==> src/rtl/cam_pkg.sv <==
// Shared types for the camera receive path.
//   CAM_PIX_W   : default pixel width; also sizes the FIFO entry struct
//   cam_state_e : capture FSM states
//   cam_entry_t : one FIFO word {sof, eol, data}
package cam_pkg;

  localparam int CAM_PIX_W = 10;

  typedef enum logic [1:0] {
    IDLE  = 2'd0,
    ARMED = 2'd1,
    FRAME = 2'd2,
    LINE  = 2'd3
  } cam_state_e;

  typedef struct packed {
    logic                 sof;
    logic                 eol;
    logic [CAM_PIX_W-1:0] data;
  } cam_entry_t;

endpackage

==> src/rtl/camera_frame_rx_if.sv <==
// Pixel output stream of camera_frame_rx (valid/ready, first-word-fall-through).
//   out_valid : head entry present
//   out_ready : consumer takes head when out_valid & out_ready
//   out_data  : pixel at head
//   out_sof   : head is first pixel of a frame
//   out_eol   : head is last pixel of a line
// master = producer (receiver), slave = consumer.
interface camera_frame_rx_if #(
  parameter int PIX_W = cam_pkg::CAM_PIX_W
);
  logic             out_valid;
  logic             out_ready;
  logic [PIX_W-1:0] out_data;
  logic             out_sof;
  logic             out_eol;

  modport master (output out_valid, out_data, out_sof, out_eol, input  out_ready);
  modport slave  (input  out_valid, out_data, out_sof, out_eol, output out_ready);
endinterface

==> src/rtl/cam_sync_fifo.sv <==
// Synchronous first-word-fall-through FIFO.
//   clk, rst_n : clock, async active-low reset (pointers only)
//   wr_en      : write request; taken if not full, or if a read frees a slot
//   wr_data    : write word
//   rd_en      : pop head (ignored when empty)
//   rd_data    : head word, valid whenever !empty
//   full/empty : occupancy flags
// DEPTH must be a power of two.
module cam_sync_fifo #(
  parameter int W     = 12,
  parameter int DEPTH = 16
) (
  input  logic         clk,
  input  logic         rst_n,
  input  logic         wr_en,
  input  logic [W-1:0] wr_data,
  input  logic         rd_en,
  output logic [W-1:0] rd_data,
  output logic         full,
  output logic         empty
);
  localparam int AW = $clog2(DEPTH);

  logic [AW:0]  wr_ptr_q, wr_ptr_d, rd_ptr_q, rd_ptr_d;
  logic [W-1:0] mem_q [DEPTH];
  logic         wr_go, rd_go;

  // Extra pointer MSB distinguishes full from empty.
  assign empty = (wr_ptr_q == rd_ptr_q);
  assign full  = (wr_ptr_q[AW] != rd_ptr_q[AW]) &&
                 (wr_ptr_q[AW-1:0] == rd_ptr_q[AW-1:0]);

  always_comb begin
    rd_go    = rd_en & ~empty;
    wr_go    = wr_en & (~full | rd_go);
    wr_ptr_d = wr_ptr_q + (AW+1)'(wr_go);
    rd_ptr_d = rd_ptr_q + (AW+1)'(rd_go);
  end

  always_ff @(posedge clk or negedge rst_n) begin
    if (!rst_n) begin
      wr_ptr_q <= '0;
      rd_ptr_q <= '0;
    end else begin
      wr_ptr_q <= wr_ptr_d;
      rd_ptr_q <= rd_ptr_d;
    end
  end

  always_ff @(posedge clk) begin
    if (wr_go) mem_q[wr_ptr_q[AW-1:0]] <= wr_data;
  end

  assign rd_data = mem_q[rd_ptr_q[AW-1:0]];

endmodule

==> src/rtl/camera_frame_rx.sv <==
// Parallel camera bus receiver.
// Samples frame_valid/line_valid/pixel_data, tags sof/eol, checks frame
// geometry, and buffers pixels in a FIFO for a valid/ready consumer. The
// camera cannot be stalled: writes into a full FIFO are dropped and flagged.
// Ports:
//   clk, rst_n      : clock, async active-low reset
//   en              : capture enable, acted on only between frames
//   frame_valid     : camera frame sync
//   line_valid      : camera line sync / pixel qualifier
//   pixel_data      : camera pixel
//   out_if          : pixel stream (master side)
//   frame_done      : 1-cycle pulse after a captured frame ends
//   frame_ok        : result of the last captured frame, valid with frame_done
//   err_width       : sticky per frame, some line length != WIDTH
//   err_height      : sticky per frame, line count != HEIGHT
//   overflow        : sticky per frame, a pixel was dropped
//   frame_count     : completed captured frames, wrapping
// PIX_W must equal CAM_PIX_W: FIFO entries use the package struct.
module camera_frame_rx
  import cam_pkg::*;
#(
  parameter int WIDTH      = 1920,
  parameter int HEIGHT     = 1280,
  parameter int PIX_W      = CAM_PIX_W,
  parameter int FIFO_DEPTH = 16,
  parameter int CNT_W      = 16
) (
  input  logic              clk,
  input  logic              rst_n,
  input  logic              en,
  input  logic              frame_valid,
  input  logic              line_valid,
  input  logic [PIX_W-1:0]  pixel_data,
  camera_frame_rx_if.master out_if,
  output logic              frame_done,
  output logic              frame_ok,
  output logic              err_width,
  output logic              err_height,
  output logic              overflow,
  output logic [15:0]       frame_count
);

  function automatic logic [CNT_W-1:0] sat_inc(input logic [CNT_W-1:0] v);
    return (&v) ? v : v + CNT_W'(1);
  endfunction

  // Input sampling
  logic             inp_vld_q;   // fv_q/lv_q hold real samples (not reset values)
  logic             fv_q, lv_q, lv_prev_q;
  logic [PIX_W-1:0] pix_q;

  cam_state_e       state_q, state_d;
  logic [CNT_W-1:0] line_cnt_q, line_cnt_d, pix_cnt_q, pix_cnt_d;
  logic             sof_pend_q, sof_pend_d;
  logic             hold_vld_q, hold_vld_d;
  cam_entry_t       hold_q, hold_d;
  logic             err_width_q, err_width_d, err_height_q, err_height_d;
  logic             overflow_q, overflow_d;
  logic             frame_done_q, frame_done_d, frame_ok_q, frame_ok_d;
  logic [15:0]      frame_count_q, frame_count_d;

  logic             lv_rise, frame_start, line_start, line_end, frame_end, pix_take;
  logic             fifo_wr, fifo_full, fifo_empty, rd_fire;
  cam_entry_t       fifo_wdata, fifo_rdata;

  always_ff @(posedge clk or negedge rst_n) begin
    if (!rst_n) begin
      inp_vld_q <= 1'b0;
      fv_q      <= 1'b0;
      lv_q      <= 1'b0;
      lv_prev_q <= 1'b0;
      pix_q     <= '0;
    end else begin
      inp_vld_q <= 1'b1;
      fv_q      <= frame_valid;
      lv_q      <= line_valid;
      lv_prev_q <= lv_q;
      pix_q     <= pixel_data;
    end
  end

  // Event decode, shared by FSM and datapath
  assign lv_rise     = lv_q & ~lv_prev_q;
  assign frame_start = (state_q == ARMED) & en & fv_q;
  assign line_start  = fv_q & lv_rise & (frame_start | (state_q == FRAME));
  // A line also closes if the frame drops while line_valid is still high.
  assign line_end    = (state_q == LINE) & (~lv_q | ~fv_q);
  assign frame_end   = ((state_q == FRAME) | (state_q == LINE)) & ~fv_q;
  assign pix_take    = fv_q & lv_q & (line_start | (state_q == LINE));
  assign rd_fire     = out_if.out_ready & ~fifo_empty;

  // FSM: state register
  always_ff @(posedge clk or negedge rst_n) begin
    if (!rst_n) state_q <= IDLE;
    else        state_q <= state_d;
  end

  // FSM: next state
  always_comb begin
    state_d = state_q;
    case (state_q)
      IDLE:  if (en && inp_vld_q && !fv_q) state_d = ARMED;
      // Dropping en while armed disarms; a frame starting then is ignored.
      ARMED: if (!en)      state_d = IDLE;
             else if (fv_q) state_d = lv_rise ? LINE : FRAME;
      FRAME: if (!fv_q)        state_d = en ? ARMED : IDLE;
             else if (lv_rise) state_d = LINE;
      LINE:  if (!fv_q)        state_d = en ? ARMED : IDLE;
             else if (!lv_q)   state_d = FRAME;
      default: state_d = IDLE;
    endcase
  end

  // FSM outputs / datapath
  always_comb begin
    line_cnt_d    = line_cnt_q;
    pix_cnt_d     = pix_cnt_q;
    sof_pend_d    = sof_pend_q;
    hold_vld_d    = hold_vld_q;
    hold_d        = hold_q;
    err_width_d   = err_width_q;
    err_height_d  = err_height_q;
    overflow_d    = overflow_q;
    frame_done_d  = 1'b0;
    frame_ok_d    = frame_ok_q;
    frame_count_d = frame_count_q;
    fifo_wr       = 1'b0;
    fifo_wdata    = hold_q;

    if (frame_start) begin
      err_width_d  = 1'b0;
      err_height_d = 1'b0;
      overflow_d   = 1'b0;
      line_cnt_d   = '0;
      sof_pend_d   = 1'b1;
    end

    // The held pixel is only known not to end its line once a successor arrives.
    if (pix_take) begin
      if (hold_vld_q) begin
        fifo_wr        = 1'b1;
        fifo_wdata.eol = 1'b0;
      end
      hold_d.sof  = sof_pend_d;
      hold_d.eol  = 1'b0;
      hold_d.data = pix_q;
      hold_vld_d  = 1'b1;
      sof_pend_d  = 1'b0;
      pix_cnt_d   = line_start ? CNT_W'(1) : sat_inc(pix_cnt_q);
    end

    if (line_end) begin
      if (hold_vld_q) begin
        fifo_wr        = 1'b1;
        fifo_wdata.eol = 1'b1;
      end
      hold_vld_d = 1'b0;
      line_cnt_d = sat_inc(line_cnt_q);
      if (pix_cnt_q != CNT_W'(WIDTH)) err_width_d = 1'b1;
    end

    if (fifo_wr && fifo_full && !rd_fire) overflow_d = 1'b1;

    // Line close above is folded in before the frame verdict.
    if (frame_end) begin
      if (line_cnt_d != CNT_W'(HEIGHT)) err_height_d = 1'b1;
      frame_done_d  = 1'b1;
      frame_ok_d    = ~(err_width_d | err_height_d | overflow_d);
      frame_count_d = frame_count_q + 16'd1;
    end
  end

  always_ff @(posedge clk or negedge rst_n) begin
    if (!rst_n) begin
      line_cnt_q    <= '0;
      pix_cnt_q     <= '0;
      sof_pend_q    <= 1'b0;
      hold_vld_q    <= 1'b0;
      hold_q        <= '0;
      err_width_q   <= 1'b0;
      err_height_q  <= 1'b0;
      overflow_q    <= 1'b0;
      frame_done_q  <= 1'b0;
      frame_ok_q    <= 1'b0;
      frame_count_q <= '0;
    end else begin
      line_cnt_q    <= line_cnt_d;
      pix_cnt_q     <= pix_cnt_d;
      sof_pend_q    <= sof_pend_d;
      hold_vld_q    <= hold_vld_d;
      hold_q        <= hold_d;
      err_width_q   <= err_width_d;
      err_height_q  <= err_height_d;
      overflow_q    <= overflow_d;
      frame_done_q  <= frame_done_d;
      frame_ok_q    <= frame_ok_d;
      frame_count_q <= frame_count_d;
    end
  end

  cam_sync_fifo #(
    .W     ($bits(cam_entry_t)),
    .DEPTH (FIFO_DEPTH)
  ) u_fifo (
    .clk     (clk),
    .rst_n   (rst_n),
    .wr_en   (fifo_wr),
    .wr_data (fifo_wdata),
    .rd_en   (out_if.out_ready),
    .rd_data (fifo_rdata),
    .full    (fifo_full),
    .empty   (fifo_empty)
  );

  // Head is forced to zero when empty so outputs are clean out of reset.
  assign out_if.out_valid = ~fifo_empty;
  assign out_if.out_data  = fifo_empty ? '0   : fifo_rdata.data;
  assign out_if.out_sof   = fifo_empty ? 1'b0 : fifo_rdata.sof;
  assign out_if.out_eol   = fifo_empty ? 1'b0 : fifo_rdata.eol;

  assign frame_done  = frame_done_q;
  assign frame_ok    = frame_ok_q;
  assign err_width   = err_width_q;
  assign err_height  = err_height_q;
  assign overflow    = overflow_q;
  assign frame_count = frame_count_q;

endmodule
==> src/flat_wrapper.sv <==
// flat-port wrapper written by rule: the top's interface ports become plain ports
module camera_frame_rx_flat import cam_pkg::*;
#(
  parameter int WIDTH      = 1920,
  parameter int HEIGHT     = 1280,
  parameter int PIX_W      = CAM_PIX_W,
  parameter int FIFO_DEPTH = 16,
  parameter int CNT_W      = 16
)
  (clk, rst_n, en, frame_valid, line_valid, pixel_data, frame_done, frame_ok, err_width, err_height, overflow, frame_count, out_if_out_valid, out_if_out_data, out_if_out_sof, out_if_out_eol, out_if_out_ready);
  camera_frame_rx_if #(.PIX_W(PIX_W)) out_if_i ();
  input  logic clk;
  input  logic rst_n;
  input  logic en;
  input  logic frame_valid;
  input  logic line_valid;
  input  logic [PIX_W-1:0] pixel_data;
  output logic frame_done;
  output logic frame_ok;
  output logic err_width;
  output logic err_height;
  output logic overflow;
  output logic [15:0] frame_count;
  output wire logic [$bits(out_if_i.out_valid)-1:0] out_if_out_valid;
  output wire logic [$bits(out_if_i.out_data)-1:0] out_if_out_data;
  output wire logic [$bits(out_if_i.out_sof)-1:0] out_if_out_sof;
  output wire logic [$bits(out_if_i.out_eol)-1:0] out_if_out_eol;
  input wire logic [$bits(out_if_i.out_ready)-1:0] out_if_out_ready;
  assign out_if_out_valid = out_if_i.out_valid;
  assign out_if_out_data = out_if_i.out_data;
  assign out_if_out_sof = out_if_i.out_sof;
  assign out_if_out_eol = out_if_i.out_eol;
  assign out_if_i.out_ready = out_if_out_ready;
  camera_frame_rx #(.WIDTH(WIDTH), .HEIGHT(HEIGHT), .PIX_W(PIX_W), .FIFO_DEPTH(FIFO_DEPTH), .CNT_W(CNT_W)) u_core (.clk(clk), .rst_n(rst_n), .en(en), .frame_valid(frame_valid), .line_valid(line_valid), .pixel_data(pixel_data), .out_if(out_if_i), .frame_done(frame_done), .frame_ok(frame_ok), .err_width(err_width), .err_height(err_height), .overflow(overflow), .frame_count(frame_count));
endmodule
==> config.mk <==
export PLATFORM = sky130hd
export DESIGN_NAME = camera_frame_rx_flat
export DESIGN_NICKNAME = d
export VERILOG_FILES = /design/src/rtl/cam_pkg.sv /design/src/rtl/camera_frame_rx_if.sv /design/src/rtl/cam_sync_fifo.sv /design/src/rtl/camera_frame_rx.sv /design/src/flat_wrapper.sv
export SDC_FILE = /design/constraint.sdc
export NUM_CORES = 1
export LEC_CHECK = 0
export CAP_MARGIN = 20
export CELL_PAD_IN_SITES_DETAIL_PLACEMENT = 0
export CELL_PAD_IN_SITES_GLOBAL_PLACEMENT = 2
export CORE_ASPECT_RATIO = 1.1
export CORE_UTILIZATION = 47
export CTS_BUF_LIST = sky130_fd_sc_hd__clkbuf_4 sky130_fd_sc_hd__clkbuf_8
export DETAILED_ROUTE_END_ITERATION = 8
export PLACE_DENSITY = 0.93
export SLEW_MARGIN = 30
export SYNTH_ARGS = -nofsm -noshare
export SYNTH_HDL_FRONTEND = slang
export SYNTH_SLANG_ARGS = --single-unit
==> constraint.sdc <==
create_clock -name clk -period 3.58 [get_ports clk]
set_input_delay 0.537 -clock clk [delete_from_list [all_inputs] [get_ports clk]]
set_output_delay 0.537 -clock clk [all_outputs]
set_load 0.02 [all_outputs]
**After elaboration in Yosys (flattened, before gate mapping)**

Memory sizes are Yosys's and may differ from the RTL's.
Cells that the tools add are included.

- Flip-flop bits (word level): 92
- Latch bits: 0
- Memory bits (writable): 192
- Memory bits (read-only): 0
- Input port bits: 16
- Output and inout port bits: 34
- Logic and storage cells: 115
- Memories kept: 1

- Add/subtract/negate cells: 5
- $mul: 0
- Div/mod/pow operators: 0
- Order comparisons: 0
- Equal/unequal tests: 13
- Shifts and indexed selects: 0
- Muxes and demuxes: 39
- Bitwise operators: 24
- Reduce and logical (&&, ||, !) cells: 13

Memories:

| name | depth | bits a word | read ports | clocked after Yosys merged registers in | wr ports | RTL line | RTL |
|---|---|---|---|---|---|---|---|
| u_core.u_fifo.mem_q | 16 | 12 | 1 | 0 | 1 | cam_sync_fifo.sv:25 | `logic [W-1:0] mem_q [DEPTH];` |

Operators with widths:

| cell | count |
|---|---|
| 2-to-1 mux 16 bit | 5 |
| adder 16 x 1 -> 16 bit, second input constant | 3 |
| inequality test 16 x 11 -> 1 bit, second input constant | 2 |
| AND reduction 16 bit | 2 |
| 2-to-1 mux 1 bit | 25 |
| 2-to-1 mux 2 bit | 7 |
| bitwise AND 1 bit | 11 |
| adder 5 x 1 -> 5 bit | 2 |
| 2-to-1 mux 10 bit | 1 |
| one-hot mux 2 bit (4 select lines) | 1 |
| OR 1 bit | 7 |
| inequality test 3 bit, second input constant | 2 |
| inverter 1 bit | 6 |
| == test 5 bit | 1 |
| logical AND 1 bit | 5 |
| == test 2 bit, second input constant | 2 |
| == test 4 bit | 1 |
| inequality test 2 x 1 -> 1 bit, second input constant | 2 |
| AND reduction 4 bit | 1 |
| inequality test 3 x 2 -> 1 bit, second input constant | 1 |
| == test 2 x 1 -> 1 bit, second input constant | 1 |
| logical NOT 1 bit | 2 |
| logical NOT 2 bit | 1 |
| AND reduction 2 bit | 1 |
| 2 further kinds | 2 |

**Logic depth before layout (Yosys ltp)**

Gate-level depths: netlist (run 1).

- Depth after elaboration: 15
- Mapped depth: 10

**By module**

Synthesis (run 1) repeated with hierarchy kept, for this count alone.

- Cells, all modules: 790
- Area, all modules: 11972.7 um^2

Modules (own cells, without submodules):

| module | instances | cells an instance | area an instance (um^2) | seq. area each (um^2) |
|---|---|---|---|---|
| cam_sync_fifo | 1 | 409 | 8069.0 | 6015.8 |
| camera_frame_rx | 1 | 381 | 3903.7 | 2052.0 |

**Worst setup path before layout (run 1)**

No wires, ideal clock.

- Path kind: register -> register
- Start point: reg u_core.fv_q
- End point: mem u_core.u_fifo.mem_q[0][0] (enable)
- Setup time: 0.396 ns
- Data arrival time: 2.897 ns
- Data required time: 3.184 ns
- Slack: 0.286 ns
- Cell stages (with the launch flop): 8
- Clock period less this slack: 3.294 ns
- Cell sequence: dfrtp_1 clkbuf_1 nand2_1 a211oi_1 o21ai_0 nand2b_1 or3_1 nor3_1

- Cells in the longest elaborated chain, start to end: 11

Ends and longest elaborated chain:

| item | RTL line | RTL |
|---|---|---|
| start: declaration | camera_frame_rx.sv:49 | `logic fv_q, lv_q, lv_prev_q;` |
| start signal: assignment | camera_frame_rx.sv:75 | `fv_q <= frame_valid;` |
| bitwise AND 1 bit | camera_frame_rx.sv:84 | `assign frame_start = (state_q == ARMED) & en & fv_q;` |
| OR 1 bit | camera_frame_rx.sv:85 | `assign line_start = fv_q & lv_rise & (frame_start \| (state_q == FRAME));` |
| bitwise AND 1 bit | camera_frame_rx.sv:85 |  |
| OR 1 bit | camera_frame_rx.sv:89 | `assign pix_take = fv_q & lv_q & (line_start \| (state_q == LINE));` |
| bitwise AND 1 bit | camera_frame_rx.sv:89 |  |
| 2-to-1 mux 1 bit | camera_frame_rx.sv:139 | `if (pix_take) begin` |
| 2-to-1 mux 1 bit | camera_frame_rx.sv:153 | `if (hold_vld_q) begin` |
| 2-to-1 mux 1 bit (*) | camera_frame_rx.sv:152 | `if (line_end) begin` |
| bitwise AND 1 bit (*) | cam_sync_fifo.sv:35 | `wr_go = wr_en & (~full \| rd_go);` |
| 2-to-1 mux 1 bit (*) | cam_sync_fifo.sv:51 | `if (wr_go) mem_q[wr_ptr_q[AW-1:0]] <= wr_data;` |
| 2-to-1 mux 1 bit (implied by the code) (*) | cam_sync_fifo.sv:51 |  |
| end: declaration | cam_sync_fifo.sv:25 |  |

Every way passes the cells marked *; elsewhere a longest branch is shown, timed or not.

**Final worst setup path (run 1)**

- Start point: reg u_core.u_fifo.rd_ptr_q[0]
- End point: out out_if_out_eol

- Cells in the longest elaborated chain, start to end: 2

Ends and longest elaborated chain:

| item | RTL line | RTL |
|---|---|---|
| start: declaration | cam_sync_fifo.sv:24 | `logic [AW:0] wr_ptr_q, wr_ptr_d, rd_ptr_q, rd_ptr_d;` |
| start signal: assignment | cam_sync_fifo.sv:46 | `rd_ptr_q <= rd_ptr_d;` |
| memory (16 x 12 bit) / == test 5 bit (equally long branches) | n/a |  |
| 2-to-1 mux 1 bit (*) | camera_frame_rx.sv:219 | `assign out_if.out_eol = fifo_empty ? 1'b0 : fifo_rdata.eol;` |
| end: declaration | flat_wrapper.sv:27 | `output wire logic [$bits(out_if_i.out_eol)-1:0] out_if_out_eol;` |

Marked as above.

==> results of run 1 <==
==> per-layer routing <==
layer	vias to the layer above	share of wire, %	GRT usage [%]
li1	3029	-	-
met1	3355	41	25.20
met2	224	52	34.70
met3	48	5.4	3.643
met4	0	2.3	6.167
met5	-	0	0
==> timing repair <==
| action | 4_1_cts | 5_1_grt |
|---|---|---|
| resized for setup | 2 | 2 |
| endpoints found under the setup margin | 10 | 10 |
| hold buffers | 0 | 0 |
| setup buffers | 0 | 3 |
==> cell type report <==
type	instances	area (sq um)	area share (%)
multi-input combinational	391	3372	24.85
clock buffer	52	678.2	4.998
sequential	284	8077	59.52
clock inverter	26	148.9	1.097
inverter	17	63.81	0.4703
tap	310	387.9	2.858
timing repair buffer	94	842.1	6.206
==> where the power goes <==
group | leakage, nW | switching [mW] | total, mW | internal (mW)
sequential | 2.92 | 0.635 | 4.71 | 4.07
clock | 0.435 | 1.21 | 2.55 | 1.34
combinational | 1.59 | 1.24 | 2.59 | 1.35
==> sequential cells by signal, summed over array words and instances (netlist names) <==
name,cells
u_core.u_fifo.mem_q,192
u_core.frame_count,16
u_core.line_cnt_q,16
u_core.pix_cnt_q,16
u_core.fifo_wdata,11
u_core.pix_q,10
u_core.u_fifo.rd_ptr_q,5
u_core.u_fifo.wr_ptr_q,5
u_core.state_q,2
u_core.err_height,1
u_core.err_width,1
u_core.frame_done,1
u_core.frame_ok,1
u_core.fv_q,1
u_core.hold_vld_q,1
u_core.inp_vld_q,1
u_core.lv_prev_q,1
u_core.lv_q,1
u_core.overflow,1
u_core.sof_pend_q,1
==> kinds of logic (layout without fill, tap and decap cells) <==
group / Yosys count / in the layout / synth area share, %
xor gates and xnor gates: 35 / 35 / 2.635
adders and majority gates: 8 / 8 / 0.8604
other: 1 / 1 / 0.03223
AOI/OAI and AO/OA: 83 / 83 / 4.915
muxes: 77 / 77 / 11.93
and+or+nand+nor: 187 / 187 / 8.378
buffers and inverters: 51 / 189 / 1.904
DFF: 284 / 284 / 69.35
==> cells in the mapped netlist, types with 2 or more instances <==
cell type and number:
nand2_1 36, a22o_1 2, and2_1 3, or4_1 4
a31oi_1 5, a211oi_1 27, clkbuf_1 23, ha_1 8
nand2b_1 6, xnor2_1 23, o2111a_1 2, mux4_2 48
nand4_1 6, nor2_1 39, nor4_1 7, buf_6 2
or3_1 8, buf_1 7, and4_1 3, edfxtp_1 192
o21ai_0 20, dfrtp_1 92, mux2i_1 16, o41ai_1 2
o311ai_0 3, xor2_1 12, and3_1 6, mux2_2 13
a21oi_1 9, nor3_1 11, nand3_1 29, nor2b_1 18
nand4b_1 2, inv_1 17, o21ai_1 2
==> layout by cell type (no fill, tap or decap), types with 8 or more instances in the layout <==
master | netlist | layout
buf_4 | 0 | 44
clkinv_1 | 0 | 12
clkbuf_8 | 1 | 46
mux2i_1 | 16 | 16
a21oi_1 | 9 | 9
clkdlybuf4s50_1 | 0 | 48
mux4_2 | 48 | 48
xor2_1 | 12 | 12
o21ai_0 | 20 | 20
dfrtp_1 | 92 | 89
nand2_1 | 36 | 36
nand3_1 | 29 | 29
a211oi_1 | 27 | 26
edfxtp_1 | 192 | 192
inv_1 | 17 | 17
mux2_2 | 13 | 13
clkinv_2 | 0 | 10
or3_1 | 8 | 8
xnor2_1 | 23 | 23
nor2b_1 | 18 | 17
ha_1 | 8 | 8
nor2_1 | 39 | 39
==> worst max-delay path by stage <==
stage | cells past startpoint | from | end | slack, ps
finish | 6 | u_core.u_fifo.rd_ptr_q[0] | out_if_out_eol | 110
global placement | 8 | en | u_core.u_fifo.mem_q[0][0] | 510
CTS | 5 | u_core.u_fifo.rd_ptr_q[1] | out_if_out_eol | 5
detailed placement | 8 | en | u_core.u_fifo.mem_q[0][8] | 450
floorplan | 7 | u_core.fv_q | u_core.u_fifo.mem_q[0][0] | 290
global route | 5 | u_core.u_fifo.rd_ptr_q[3] | out_if_out_data[2] | 10
==> stage by stage <==
step | util (%) | hold WS [ps] | total power [mW] | cells | setup slack, ps
after floorplan | - | 241.4 | 6.251 | 726 | 286.3
after global placement | 52.09 | 421.2 | 7.253 | 1093 | 506.5
after detailed placement | 52.09 | 438.2 | 7.365 | 1093 | 445.4
after CTS | 55.50 | 87.39 | 9.948 | 1171 | 4.521
after global routing | 55.62 | 126.6 | 10.33 | 1174 | 10.14
final | 55.62 | 88.90 | 9.847 | 1174 | 110.3
==> results.json, run 1 <==
{
  "run_status": "finished, violations left",
  "failed_checks": "DRC",
  "post_drt_via_cell_ratio": 5.670,
  "crit_chain": "buf_4 > mux4_2 > nor2b_1 > a211oi_1 > a211oi_1 > clkdlybuf4s50_1",
  "boundaryPins": 50,
  "start_util_pct": 47.68,
  "timing_worst_slew_pin_value_ps": 795.6,
  "mapped_nets": 750,
  "avgSynthCellArea_sq_um": 16.02,
  "grt_max_degree": 59,
  "floorplan.die_area_sq_um": 25390,
  "first_global_vias": 7011,
  "finalSetupViolations": 0,
  "placement.io_buffers": 49,
  "power.density_cell_area_nw_per_um2": 725.7,
  "placed_cell_area_sq_um": 12710,
  "die_x_um": 152.0,
  "detail_route.wl_per_cell_um": 20.77,
  "yosysSeqAreaShare_pct": 69.35,
  "crit_fanout": 9,
  "netlist.top_cell.by_area": "edfxtp_1",
  "gp_congestion": 0.8589,
  "achievable-frequency_mhz": 288.2,
  "ys_async_sr_fraction_pct": 32.39,
  "arrival_ps": 2930,
  "critPathSlowestCell": "clkdlybuf4s50_1",
  "reg2regPathDepth": 7,
  "clockRootBuffer": "clkbuf_8",
  "crit_path_max_incr_delay_ps": 700,
  "final_min_period_over_clock_period_pct": 96.92,
  "postSynthCellCount": 726,
  "area_delta_synth_final_pct": 16.64,
  "setup.worst_path.end_class": "output pin",
  "synth_top_flop_cell": "edfxtp_1",
  "clockBufferDepth": 3,
  "max_slew_headroom_pct": 46.96,
  "setup.worst_path.class": "reg -> out",
  "vdd.ir_drop.worst_v": 0.0004498,
  "cp_num_buf_inv": 2,
  "globalRoute.totalOverflow": 0,
  "grt_first_pass_wirelength_um": 38870,
  "synthDistinctLibCells": 58,
  "path_common_cell": "a211oi_1",
  "setup-tns-final_ps": 0,
  "critical_path_required_ps": 3040,
  "rsz_0062_raised_after_global_routing": "false",
  "violation_count_after_the_first_detailed_routing_iteration": 518,
  "final.setup_skew_ps": 12.03,
  "final.fill_count": 1908,
  "drtPass1Iterations": 7,
  "worst_r2r_startpoint": "u_core.state_q[1]",
  "path_delay_family": "buffers and inverters",
  "synthDominantCellAreaShare_pct": 49.56,
  "drive_above_1_share_pct": 21.64,
  "antenna_violations_before_repair": 0,
  "cts.sink_count": 284,
  "finalWorstPathRequiredPeriod_ps": 3470,
  "ranking_of_synthesized_cells_by_area": "edfxtp_1 (50%), dfrtp_1 (20%), mux4_2 (9.3%)",
  "drt.antenna.violating_nets": 0,
  "remaining_drc_errors": 6,
  "num_antenna_cells": 0,
  "finalMaxSlewViolations": 0,
  "critPathLaunchType": "flip-flop",
  "cts_inserted_buffers": 46,
  "final_design_area_no_fill_sq_um": 13570,
  "core-area_sq_um": 24400,
  "timing.max_cap.violations": 0,
  "critical_path.reg2reg.endpoint": "u_core.err_height",
  "cts_max_level": 2,
  "finalHoldViolCount": 0,
  "finish.net_count": 858,
  "global_route.usage.total_pct": 19.85,
  "worst_skew_pair.late_latency_ps": 540,
  "die_height_um": 167.0,
  "drt_wl_total_um": 24380,
  "synth_enable_flop_cells": 192,
  "ff2ff_setup_slack_ps": 500,
  "holdCritPathClass": "in -> async",
  "hpwl_um": 16430,
  "mappedNetlistArea_sq_um": 11630,
  "clock_pin_slew_worst_setup_and_hold_paths_ps": 60,
  "ys_warn_count": 0,
  "cts_tree": "built",
  "cellLeakagePower_nw": 4.948,
  "num_rows": 60,
  "postSynthRegisterBits": 284,
  "vias": 6656
}
(Power assumes the default switching activity.)
==> run 2, diff against run 1 <==
CELL_PAD_IN_SITES_DETAIL_PLACEMENT = unset   (was 0)
CELL_PAD_IN_SITES_GLOBAL_PLACEMENT = unset   (was 2)
CORE_UTILIZATION = 63   (was 47)
==> run 2 against run 1 <==
  * The run now ends clean
  * Worst setup slack worse by 49 ps
  * Largest cell class unchanged
  * Combinational power is 7% higher
  * Critical path type unchanged
  * Via count up 3.7%
  * Clock skew grew 11 ps
  * Power increased by 2.2%
==> results.json, run 2 (synthesis results as in run 1) <==
{
  "die_height_um": 144.5,
  "worst_skew_pair.late_latency_ps": 540,
  "final.fill_count": 1014,
  "timing_worst_slew_pin_value_ps": 808.3,
  "final_design_area_no_fill_sq_um": 13450,
  "achievable-frequency_mhz": 284.2,
  "grt_first_pass_wirelength_um": 38780,
  "clockBufferDepth": 3,
  "finalHoldViolCount": 0,
  "setup.worst_path.end_class": "output pin",
  "finalCoreUtilization_pct": 75.26,
  "power.density_cell_area_nw_per_um2": 748.2,
  "crit_fanout": 10,
  "arrival_ps": 2980,
  "cts_inserted_buffers": 42,
  "timing.max_cap.violations": 0,
  "core-area_sq_um": 17870,
  "final.setup_skew_ps": 23.13,
  "setup.worst_path.class": "reg -> out",
  "power.sequential.fraction_pct": 46.4,
  "placed_cell_area_sq_um": 12510,
  "power.share.switching_pct": 31.28,
  "num_rows": 51,
  "grt_max_degree": 93,
  "critPathLaunchType": "flip-flop",
  "final_ws_setup_ps": 61.27,
  "max_reg_flops": 192,
  "ff2ff_setup_slack_ps": 260,
  "finalSetupViolations": 0,
  "boundaryPins": 50,
  "num_antenna_cells": 0,
  "start_util_pct": 65.11,
  "final_common_cell": "edfxtp_1",
  "globalRoute.totalOverflow": 0,
  "clkPwrFrac_pct": 26.1,
  "finalMaxSlewViolations": 0,
  "power.combinational.fraction_pct": 27.5,
  "reg2regPathDepth": 7,
  "layout.cells.non_filler": 1089,
  "multi_input_comb_area_sq_um": 3349,
  "first_global_vias": 7103,
  "power.internal_mw": 6.914,
  "detail_route.wl_per_cell_um": 23.12,
  "ff_latch_area_sq_um": 8073,
  "finalWorstPathRequiredPeriod_ps": 3519,
  "drt_wl_total_um": 25180,
  "cts_tree": "built",
  "cts_max_level": 2,
  "clockRootBuffer": "clkbuf_8",
  "area_delta_synth_final_pct": 15.58,
  "drt.antenna.violating_nets": 0,
  "global_route.usage.total_pct": 27.57,
  "final_min_period_over_clock_period_pct": 98.29,
  "vias": 6899,
  "worst_r2r_startpoint": "u_core.state_q[1]",
  "post_drt_via_cell_ratio": 6.335,
  "violation_count_after_the_first_detailed_routing_iteration": 643,
  "cts.sink_count": 284,
  "drive_above_1_share_pct": 20.45,
  "finalPower_mw": 10.06,
  "dpl.cell_count": 1006,
  "holdCritPathClass": "in -> async",
  "hpwl_um": 16450,
  "timing.hold.ws_ps": 73.30,
  "cellLeakagePower_nw": 4.914,
  "finish.net_count": 842,
  "most_frequent_cells_in_the_layout": "edfxtp_1 (192), dfrtp_1 (90), clkbuf_8 (50), mux4_2 (48), clkdlybuf4s50_1 (48)",
  "floorplan.die_area_sq_um": 19010,
  "vdd.ir_drop.worst_v": 0.0005562,
  "critical_path.reg2reg.endpoint": "u_core.err_height",
  "placement.io_buffers": 49,
  "clock_pin_slew_worst_setup_and_hold_paths_ps": 70,
  "antenna_violations_before_repair": 0,
  "max_slew_headroom_pct": 46.12,
  "die_x_um": 131.6,
  "remaining_drc_errors": 0,
  "run_status": "finished clean",
  "preCtsSetupSlack_ps": 477.4,
  "setup-tns-final_ps": 0,
  "rsz_0062_raised_after_global_routing": "false",
  "critical_path_required_ps": 3040,
  "gp_congestion": 1.003,
  "p_sw_mw": 3.147,
  "drtPass1Iterations": 5
}
[run 2: cell types whose count changed in the layout (fill, tap and decap cells not counted), moves of 2 or more]
cell / before / now
buf_4: 44 / 29
clkinv_1: 12 / 6
clkbuf_8: 46 / 50
nor3_1: 7 / 11
nor3_2: 4 / 0
clkbuf_4: 6 / 9
buf_12: 1 / 3
[run 2: worst max-delay path by stage]
| stage | end | start | depth (start not counted) | slack, ps |
|---|---|---|---|---|
| after floorplan | u_core.u_fifo.mem_q[0][0] | u_core.fv_q | 7 | 290 |
| after global placement | u_core.err_height | en | 6 | 660 |
| after detailed placement | u_core.err_height | u_core.state_q[1] | 7 | 480 |
| after CTS | out_if_out_data[7] | u_core.u_fifo.rd_ptr_q[0] | 5 | 20 |
| after global routing | out_if_out_data[2] | u_core.u_fifo.rd_ptr_q[0] | 6 | 9 |
| final | out_if_out_data[2] | u_core.u_fifo.rd_ptr_q[0] | 6 | 60 |
[run 2: power groups by stage]
stage                     logic [mW]  registers [mW]  clock network [mW]
after floorplan                 1.80            4.45                   0
after global placement          2.55            4.65                   0
after detailed placement        2.67            4.72                   0
after CTS                       2.69            4.67                2.66
after global routing            2.95            4.72                2.80
final                           2.77            4.67                2.62
[run 2: cell type report]
type                       count  area share, %
clock buffer                  59          5.620
clock inverter                18         0.8188
inverter                      17         0.4746
multi-input combinational    391          24.91
sequential                   284          60.04
tap                          238          2.215
timing repair buffer          82          5.927
[run 2: metal layers]
layer / GRT usage, % / up-vias / share of wire, %
li1: - / 2988 / -
met1: 32.65 / 3499 / 36
met3: 4.276 / 58 / 6.2
met4: 9.547 / 0 / 2.6
met2: 51.55 / 354 / 55
met5: 0 / - / 0
[run 2: timing repair]
item                       4_1_cts  5_1_grt
setup endpoints to repair        3        5
setup buffers                    0        6
hold buffers                     0        0
gates resized for setup          2        1
[run 2: critical path, stage by stage (launching register included)]
cell	delay [ps]
dfrtp_4	570
buf_12	160
mux4_2	340
nor2b_1	210
a211oi_1	80
a211oi_1	390
clkdlybuf4s50_1	680
==> run 3, diff against run 2 <==
CTS_BUF_LIST = sky130_fd_sc_hd__clkbuf_8   (was sky130_fd_sc_hd__clkbuf_4 sky130_fd_sc_hd__clkbuf_8)
PLACE_DENSITY = unset   (was 0.93)
PLACE_DENSITY_LB_ADDON = 0.25   (was unset)
==> run 3 against run 2 <==
  * Sequential cell count is the same
  * Combinational power shrank 5%
  * Clock skew grew 1.9 ps
  * Fmax grew 0.87%
  * Final cell count grew 1.4%
  * Final area shrank 0.12%
  * Global-route usage shrank 1.6 points
  * Clock power shrank 11%
  * Die area is the same
==> results.json, run 3 (synthesis results as in run 1) <==
{
  "holdCritPathClass": "in -> async",
  "cts-hold-fix-buffers": 0,
  "core-area_sq_um": 17870,
  "critical_path_required_ps": 3040,
  "vias": 6769,
  "post_drt_via_cell_ratio": 6.131,
  "violation_count_after_the_first_detailed_routing_iteration": 528,
  "ff2ff_setup_slack_ps": 470,
  "clockRootBuffer": "clkbuf_8",
  "final_common_cell": "edfxtp_1",
  "power.density_cell_area_nw_per_um2": 721.5,
  "gp_congestion": 0.8542,
  "final_min_period_over_clock_period_pct": 97.44,
  "worst_skew_pair.late_latency_ps": 560,
  "arrival_ps": 2950,
  "start_util_pct": 65.11,
  "placement.io_buffers": 49,
  "finish.net_count": 856,
  "clkPwrFrac_pct": 24.2,
  "timing.max_cap.violations": 0,
  "global_route.usage.total_pct": 26.01,
  "p_sw_mw": 3.060,
  "finalSetupViolations": 0,
  "globalRoute.totalOverflow": 0,
  "num_antenna_cells": 0,
  "power.sequential.fraction_pct": 48.6,
  "num_rows": 51,
  "final.setup_skew_ps": 25.05,
  "final_ws_setup_ps": 91.58,
  "reg2regPathDepth": 7,
  "grt_max_degree": 68,
  "most_frequent_cells_in_the_layout": "edfxtp_1 (192), dfrtp_1 (89), mux4_2 (48), clkdlybuf4s50_1 (48), clkbuf_8 (45)",
  "area_delta_synth_final_pct": 15.44,
  "worst_r2r_startpoint": "u_core.line_cnt_q[6]",
  "run_status": "finished clean",
  "cts.sink_count": 284,
  "achievable-frequency_mhz": 286.7,
  "die_height_um": 144.5,
  "finalMaxSlewViolations": 0,
  "power.share.switching_pct": 31.57,
  "die_x_um": 131.6,
  "critical_path.reg2reg.endpoint": "u_core.err_height",
  "drt_wl_total_um": 23470,
  "remaining_drc_errors": 0,
  "rsz_0062_raised_after_global_routing": "false",
  "drive_above_1_share_pct": 19.86,
  "routed.top_layer": "met4",
  "cts_inserted_buffers": 43,
  "finalWorstPathRequiredPeriod_ps": 3488,
  "preCtsSetupSlack_ps": 409.9,
  "drtPass1Iterations": 5,
  "first_global_vias": 6823,
  "grt_first_pass_wirelength_um": 36870,
  "max_slew_headroom_pct": 43.91,
  "max_reg_flops": 192,
  "crit_fanout": 11,
  "detail_route.wl_per_cell_um": 21.26,
  "clockBufferDepth": 3,
  "met1_layer_wirelength_in_the_final_routing_um": 9493,
  "met2_length_um": 12200,
  "boundaryPins": 50,
  "setup-tns-final_ps": 0,
  "hpwl_um": 15500,
  "clock_pin_slew_worst_setup_and_hold_paths_ps": 60,
  "antenna_violations_before_repair": 0,
  "cp-endpoint": "out_if_out_data[1]",
  "setup.worst_path.start": "u_core.u_fifo.rd_ptr_q[0]",
  "power.combinational.fraction_pct": 27.3,
  "critPathLaunchType": "flip-flop",
  "power.internal_mw": 6.630,
  "route.met3.wl_um": 1043,
  "timing.hold.ws_ps": 104.1,
  "cellLeakagePower_nw": 4.968,
  "timing_worst_slew_pin_value_ps": 841.3,
  "vdd.ir_drop.worst_v": 0.0005538,
  "floorplan.die_area_sq_um": 19010,
  "cts_max_level": 2,
  "finalPower_mw": 9.690,
  "setup.worst_path.end_class": "output pin",
  "cts_tree": "built",
  "finalHoldViolCount": 0,
  "setup.worst_path.class": "reg -> out",
  "drt.antenna.violating_nets": 0
}
==> run 3: changes by cell type in the layout (fill, tap and decap cells not counted), sizes merged <==
| cell | before | now |
|---|---|---|
| bufinv | 1 | 0 |
| clkbuf | 59 | 45 |
| buf | 34 | 47 |
| inv | 17 | 35 |
| clkinv | 16 | 15 |
==> run 3: metal layers <==
| metal | vias to the layer above | GRT usage [%] |
|---|---|---|
| li1 | 3028 | - |
| met3 | 58 | 3.750 |
| met5 | - | 0 |
| met2 | 227 | 45.73 |
| met1 | 3456 | 32.51 |
| met4 | 0 | 11.75 |
==> run 3: what timing repair did <==
item	CTS	global route
setup endpoints to repair	9	3
endpoints found under the hold margin	0	0
setup buffers	5	0
gates resized for setup	0	2
==> run 3: worst min path at each step <==
stage	startpoint	end	cells past startpoint
detailed placement	u_core.lv_q	u_core.lv_prev_q	0
CTS	rst_n	u_core.frame_count[0]	1
floorplan	rst_n	u_core.err_height	0
global route	rst_n	u_core.frame_count[10]	1
finish	rst_n	u_core.frame_count[0]	1
global placement	u_core.lv_q	u_core.lv_prev_q	0
==> run 3: area by class of cell <==
class | count | area (sq um)
Clock buffer | 45 | 619.3
Timing Repair Buffer | 95 | 865.8
Inverter | 17 | 63.81
Clock inverter | 34 | 142.6
Fill cell | 1052 | 4437
Multi-Input combinational cell | 391 | 3364
Tap cell | 238 | 297.8
Sequential cell | 284 | 8077
==> run 3: per-stage QoR <==
stage,instance area [sq um],instances,utilization [%]
3_3_place_gp,12600,1020,70.54
5_1_grt,13430,1104,75.17
2_1_floorplan,11630,726,-
4_1_cts,13420,1104,75.13
6_report,13430,1104,75.17
3_5_place_dp,12600,1020,70.54
==> run 3: power by group through the flow <==
stage | sequential [mW] | combinational [mW] | clock (mW)
after global routing | 4.77 | 2.84 | 2.52
final | 4.71 | 2.64 | 2.34
after CTS | 4.70 | 2.67 | 2.38
after floorplan | 4.45 | 1.80 | 0
after detailed placement | 4.81 | 2.53 | 0
after global placement | 4.76 | 2.47 | 0
==> run 3: worst max-delay path, cell delays in order, from the launching register on <==
cell	delay, ps
dfrtp_4	550
buf_8	220
mux4_2	530
a211oi_1	370
a211oi_1	150
clkdlybuf4s50_1	580
